<file path="src/rtl/fifo_burst_reader.sv">
// fifo_burst_reader
// Drains a show-ahead synchronous FIFO into fixed-length bursts on a
// valid/ready stream with a last marker. A burst starts only once the FIFO
// holds BURST_LEN entries, so a started burst never waits for data.
// Optional macro BURST_TIMEOUT_EN: entries stranded below burst size for
// TIMEOUT_CYCLES consecutive cycles are flushed as single-beat bursts.
module fifo_burst_reader #(
    parameter int WIDTH          = 32,
    parameter int BURST_LEN      = 8,
    parameter int TIMEOUT_CYCLES = 64
) (
    input  logic             clk,
    input  logic             rst_n,
    input  logic [WIDTH-1:0] fifo_dout,
    input  logic             fifo_empty,
    input  logic             fifo_almost_empty,
    output logic             fifo_rd_en,
    output logic             m_valid,
    input  logic             m_ready,
    output logic [WIDTH-1:0] m_data,
    output logic             m_last,
    output logic             busy,
    output logic             underflow_err
);

    localparam int CNT_W = $clog2(BURST_LEN + 1);
    localparam logic [CNT_W-1:0] LAST_BEAT = CNT_W'(BURST_LEN - 1);

    localparam logic [1:0] IDLE  = 2'd0;
    localparam logic [1:0] BURST = 2'd1;
`ifdef BURST_TIMEOUT_EN
    localparam logic [1:0] FLUSH = 2'd2;
`endif
    localparam logic [1:0] DONE  = 2'd3;

    // Reject parameter values the burst and timeout logic cannot handle
    if (BURST_LEN < 2) begin : g_bad_burst_len
        $error("fifo_burst_reader: BURST_LEN must be at least 2");
    end
    if (TIMEOUT_CYCLES < 1) begin : g_bad_timeout
        $error("fifo_burst_reader: TIMEOUT_CYCLES must be at least 1");
    end

    logic [1:0]       state;
    logic [CNT_W-1:0] beat_cnt;
    logic             slot_free;
    logic             draining;
    logic             pop;
    logic             pop_last;

`ifdef BURST_TIMEOUT_EN
    localparam int TO_W = $clog2(TIMEOUT_CYCLES + 1);
    localparam logic [TO_W-1:0] TO_LAST = TO_W'(TIMEOUT_CYCLES - 1);

    logic [TO_W-1:0] to_cnt;
    logic            stranded;
    logic            timeout_fire;

    assign stranded     = (state == IDLE) && !fifo_empty && fifo_almost_empty;
    assign timeout_fire = stranded && (to_cnt == TO_LAST);
`endif

    // Pop whenever the output slot can take a beat and a draining state has data
    always_comb begin
        slot_free = !m_valid || m_ready;
`ifdef BURST_TIMEOUT_EN
        draining  = (state == BURST) || (state == FLUSH);
        pop_last  = (state == FLUSH) || (beat_cnt == LAST_BEAT);
`else
        draining  = (state == BURST);
        pop_last  = (beat_cnt == LAST_BEAT);
`endif
        pop       = slot_free && !fifo_empty && draining;
    end

    assign fifo_rd_en = pop;
    assign busy       = (state != IDLE);

    // Burst sequencing, beat counting and sticky underflow flag
    always_ff @(posedge clk or negedge rst_n) begin
        if (!rst_n) begin
            state         <= IDLE;
            beat_cnt      <= '0;
            underflow_err <= 1'b0;
        end else begin
            case (state)
                IDLE: begin
                    if (!fifo_almost_empty) begin
                        state    <= BURST;
                        beat_cnt <= '0;
                    end
`ifdef BURST_TIMEOUT_EN
                    else if (timeout_fire) begin
                        state <= FLUSH;
                    end
`endif
                end
                BURST: begin
                    if (pop) begin
                        beat_cnt <= beat_cnt + CNT_W'(1);
                        if (beat_cnt == LAST_BEAT) begin
                            state <= DONE;
                        end
                    end else if (slot_free && fifo_empty) begin
                        underflow_err <= 1'b1;
                    end
                end
`ifdef BURST_TIMEOUT_EN
                FLUSH: begin
                    if (!fifo_almost_empty || fifo_empty) begin
                        state <= DONE;
                    end
                end
`endif
                DONE: begin
                    if (!m_valid || (m_ready && m_last)) begin
                        state <= IDLE;
                    end
                end
                default: state <= IDLE;
            endcase
        end
    end

`ifdef BURST_TIMEOUT_EN
    // Count consecutive idle cycles with stranded sub-burst data
    always_ff @(posedge clk or negedge rst_n) begin
        if (!rst_n) begin
            to_cnt <= '0;
        end else if (stranded && !timeout_fire) begin
            to_cnt <= to_cnt + TO_W'(1);
        end else begin
            to_cnt <= '0;
        end
    end
`endif

    // One-entry output register; a pop refills it in the same cycle it drains
    always_ff @(posedge clk or negedge rst_n) begin
        if (!rst_n) begin
            m_valid <= 1'b0;
            m_data  <= '0;
            m_last  <= 1'b0;
        end else if (pop) begin
            m_valid <= 1'b1;
            m_data  <= fifo_dout;
            m_last  <= pop_last;
        end else if (m_ready) begin
            m_valid <= 1'b0;
        end
    end

endmodule

</file>
<file path="config.mk">
export PLATFORM = sky130hd
export DESIGN_NAME = fifo_burst_reader
export DESIGN_NICKNAME = d
export VERILOG_FILES = /design/src/rtl/fifo_burst_reader.sv
export SDC_FILE = /design/constraint.sdc
export NUM_CORES = 1
export LEC_CHECK = 0
export CORE_UTILIZATION = 41
export DETAILED_ROUTE_END_ITERATION = 8
export PLACE_DENSITY_LB_ADDON = 0.25
export SYNTH_ARGS = -nofsm -noshare
export SYNTH_HDL_FRONTEND = slang
export SYNTH_SLANG_ARGS = --single-unit
</file>
<file path="constraint.sdc">
create_clock -name clk -period 1.8 [get_ports clk]
set_input_delay 0.27 -clock clk [delete_from_list [all_inputs] [get_ports clk]]
set_output_delay 0.27 -clock clk [all_outputs]
set_load 0.02 [all_outputs]
</file>
## Word level (Yosys, flattened, before mapping)

Cells that the tools add are included.

| storage, ports and cells | value |
|---|---|
| register bits | 41 |
| input port bits | 37 |
| output and inout port bits | 37 |
| word-level logic and storage cells | 40 |

| cells by class | value |
|---|---|
| add/subtract/negate cells | 1 |
| eq/ne operators | 7 |
| muxes and demuxes | 10 |
| bitwise logic cells | 1 |
| reductions and logical operators | 15 |

Operators by type and width:

| operator | count |
|---|---|
| $mux W2 | 4 |
| $mux W4 | 2 |
| $pmux W4 S2 | 1 |
| $ne A2 B2 Y1 const B | 3 |
| $pmux W2 S3 | 1 |
| $reduce_and A3 Y1 | 2 |
| $reduce_bool A2 Y1 | 3 |
| $add A4 B1 Y4 const B | 1 |
| $eq A4 B3 Y1 const B | 1 |
| $logic_and A1 B1 Y1 | 4 |
| $reduce_and A4 Y1 | 1 |
| $eq A2 B1 Y1 const B | 1 |
| $eq A2 B2 Y1 const B | 1 |
| $logic_not A1 Y1 | 2 |
| $logic_not A2 Y1 | 1 |
| $logic_or A1 B1 Y1 | 2 |
| $mux W1 | 2 |
| $ne A2 B1 Y1 const B | 1 |
| $not A1 Y1 | 1 |

## Longest topological paths before layout

| logic depth | value |
|---|---|
| depth after elaboration | 6 |
| gate-level depth with buffers | 5 |
| gate-level depth less buffers | 4 |

## Worst setup path before layout

OpenSTA, ideal clock, no wires.

| timing | value |
|---|---|
| kind | register to register |
| start point | register m_valid |
| end point | register m_data[0] |
| setup time | 125 ps |
| arrival time | 1565 ps |
| required time | 1675 ps |
| setup slack | 110 ps |
| stages on the path, launching flop included | 5 |
| buffers on the path | 1 |
| period minus slack after synthesis | 1690 ps |
| path through | dfrtp_1 > nor2b_1 > nor3_4 > buf_6 > mux2_2 |

| between the ends | value |
|---|---|
| cells in the longest elaborated chain, start to end | 4 |

RTL lines:

| element | line | text |
|---|---|---|
| start, declared | 18 | `output logic m_valid,` |
| start signal, assigned | 141 | `m_valid <= 1'b0;` |
| start signal, assigned | 145 | `m_valid <= 1'b1;` |
| start signal, assigned | 149 | `m_valid <= 1'b0;` |
| $logic_not A1 Y1 | 65 | `slot_free = !m_valid \|\| m_ready;` |
| $logic_or A1 B1 Y1 | 65 |  |
| $logic_and A1 B1 Y1 (2 in a row) | 73 | `pop = slot_free && !fifo_empty && draining;` |
| named net fifo_rd_en | 17 | `output logic fifo_rd_en,` |
| end signal, assigned | 146 | `m_data <= fifo_dout;` |
| end, declared | 20 | `output logic [WIDTH-1:0] m_data,` |

The timed path passes the listed nets, and every way through them passes these cells.
A chain may end at the register's enable or synchronous reset.

## Final worst setup path

| timing | value |
|---|---|
| start point | register state[1] |
| end point | output port fifo_rd_en |

| between the ends | value |
|---|---|
| cells in the longest elaborated chain, start to end | 2 |

RTL lines:

| element | line | text |
|---|---|---|
| start, declared | 44 | `logic [1:0] state;` |
| start signal, assigned | 82 | `state <= IDLE;` |
| start signal, assigned | 89 | `state <= BURST;` |
| start signal, assigned | 102 | `state <= DONE;` |
| $eq A2 B1 Y1 | 70 | `draining = (state == BURST);` |
| $logic_and A1 B1 Y1 | 73 |  |
| end, declared | 17 |  |

Every way passes these cells.

==> impl_metrics.tcl <==
set metrics [dict create \
    yosysSeqAreaShare_pct 62.1 \
    tritoncts "done" \
    path_delay_family "flip-flops" \
    worstSetupEndpointType "output pin" \
    path_cells "nand2b_4 > nor3_4 > dlygate4sd2_1" \
    synth_ff_type "dfrtp_1" \
    hold_viol_final 0 \
    critical_path_class "register to output pin" \
    fin_crit_ns 1.66 \
    worst-path-buf-inv 1 \
    fin_ws_ns 0.136 \
    syn2layout_area_growth_pct 53.8 \
    dieArea_um2 4290 \
    drive_gt1_share_pct 26.2 \
    fp.dieH_um 65.5 \
    cts_setup_buffers 0 \
    finalInstanceArea_um2 2540 \
    vias 1203 \
    power_density_nw_per_um2 1710 \
    grt_remaining_overflow 0 \
    yosysTopAreaCell "dfrtp_1" \
    skew_ns 0.00662 \
    synth_edf_count 0 \
    vias_per_cell 4.95 \
    cp.required_ns 1.53 \
    layout.nets 233 \
    yosys-top-cells-count "dfrtp_1, mux2_2, o21ai_0, inv_1" \
    insertion_delay_ns 0.29 \
    reg2reg_to "m_data[21]$_DFFE_PN0P_" \
    pre_cts_slack_ns -0.0970 \
    slew_headroom_pct 65.8 \
    avgSynthCellArea_um2 14.9 \
    timing.final.crit_share_pct 92.5 \
    antenna_left 0 \
    synth_area_um2 1650 \
    leakage_nw 1.08 \
    grt_pass1_wl_um 5840 \
    worstMarginPinSlew_ns 0.513 \
    drt_pass1_iterations 4 \
    yosysMostFrequentCell "dfrtp_1" \
    status "completed" \
    dpl-instance-area_um2 2460 \
    grt_max_degree 42 \
    synth_cell_type_count 23 \
    r2r_cells 4 \
    clkSinkCount 41 \
    r2r-start "state[1]$_DFFE_PN0P_" \
    ir_drop_v 0.000906 \
    grt_pass1_vias 1280 \
    start_util_pct 43.8 \
    cpPeakStageDelay_ns 0.39 \
    cts_resized 2 \
    fmax_ghz 0.601 \
    cts_buffers 5 \
    rows 22 \
    fp.dieW_um 65.5 \
    reg2reg_setup_slack_ns 0.22 \
    synth_fp_nets 149 \
    critical_path_arrival_ns 1.39 \
    p_total_w 0.00435 \
    htree_levels 2 \
    timing.setup.tns_ns 0 \
    io_buffer_count 73 \
    drt_first_iter_violations 48 \
    yosysWarnings 0 \
    core_um2 3770 \
    clkTransAtPathRegs_ns 0.07 \
    syn_inst 111 \
    setup_viol 0 \
    antenna_cells 0 \
    ctsRootBufferMaster "clkbuf_8" \
    crit_fanout 3 \
    clock_path_buffers 2 \
    ys_ff_latch 41 \
    grt_usage_pct 18.7 \
    hp-class "input pin to async pin" \
    synth_top_area_share_pct 62.1 \
    slowest_stage "dfrtp_1" \
    holdBufCountCts 0 \
    critPathLaunch "state[1]$_DFFE_PN0P_" \
    crit_path_start_kind "register" \
    synth-async-reset-ratio_pct 100 \
    hpwl_um 2660 \
    report.final.slew_viol_count 0 \
    wire_per_inst_um 14.7 \
    antenna_found_initial 0 \
    rsz0062_at_grt "no" \
    ys_top_cells_by_area "dfrtp_1, mux2_2, o21ai_0" \
    maxCapViolCount 0 \
    drt-total-wl_um 3570 \
    drc 0 \
    gp_congestion 0.739 \
    ios 74 \
]
[worst max-delay path by stage]
stage,end,cells after the start,slack [ns]
2_1_floorplan,m_data[0]$_DFFE_PN0P_,4,0.11
3_3_place_gp,fifo_rd_en,4,-0.09
3_5_place_dp,fifo_rd_en,4,-0.1
4_1_cts,fifo_rd_en,3,0.12
5_1_grt,busy,4,0.06
6_report,fifo_rd_en,3,0.14
[per-stage QoR]
stage,hold WS (ns),utilization (%),std cells
floorplan,-0.0256,-,111
CTS,0.0455,67.4,243
detailed placement,0.361,65.1,236
global placement,0.356,65.1,236
finish,0.0290,67.4,243
global route,0.0761,67.4,243
[where the power goes]
group / switching [W] / internal [W]
clock: 0.000287 / 0.000304
sequential: 0.000247 / 0.00134
combinational: 0.000995 / 0.00117
total: 0.00153 / 0.00282
[metal layers]
layer  track usage [%]  vias to the layer above  share of wire, %
met4              6.52                        0               1.3
met3              8.16                        4               7.5
met2              32.6                       48                54
li1                  -                      557                 -
met5                 0                        -                 0
met1              20.1                      594                38
[final cells by class]
cell class,instances,area (um2)
Timing Repair Buffer,80,776
Inverter,4,15.0
Fill cell,268,1230
Tap cell,48,60.1
Sequential cell,41,1030
Multi-Input combinational cell,63,577
Clock buffer,7,86.3
[state kept, by name, summed over array words and instances, names as in the netlist]
register / flops
beat_cnt: 4
underflow_err: 1
m_valid: 1
m_data: 32
m_last: 1
state: 2
[layout by cell type, fill, tap and decap left out]
master	n
a21o_1	2
a22o_1	1
a22o_2	1
a22oi_1	1
buf_2	1
buf_4	7
clkbuf_1	1
clkbuf_8	6
clkdlybuf4s50_1	70
dfrtp_1	41
dlygate4sd2_1	2
ha_1	1
inv_1	4
mux2_2	32
mux2i_1	2
nand2_1	3
nand2_4	1
nand2b_4	1
nand3_1	1
nand4_1	1
nand4b_1	1
nor2_1	3
nor2b_1	1
nor3_1	1
nor3_4	1
o21ai_0	7
or2_2	1
or3_1	1
[cells by family after synthesis]
| group | count (synthesis) | share of synthesized area, % |
|---|---|---|
| compound gates | 12 | 4.62 |
| mux | 34 | 23.0 |
| fa+ha+maj | 1 | 0.757 |
| flops | 41 | 62.1 |
| simple gates | 16 | 6.52 |
| buf+inv | 7 | 2.95 |
No activity file was read; power rests on OpenSTA's default activity.
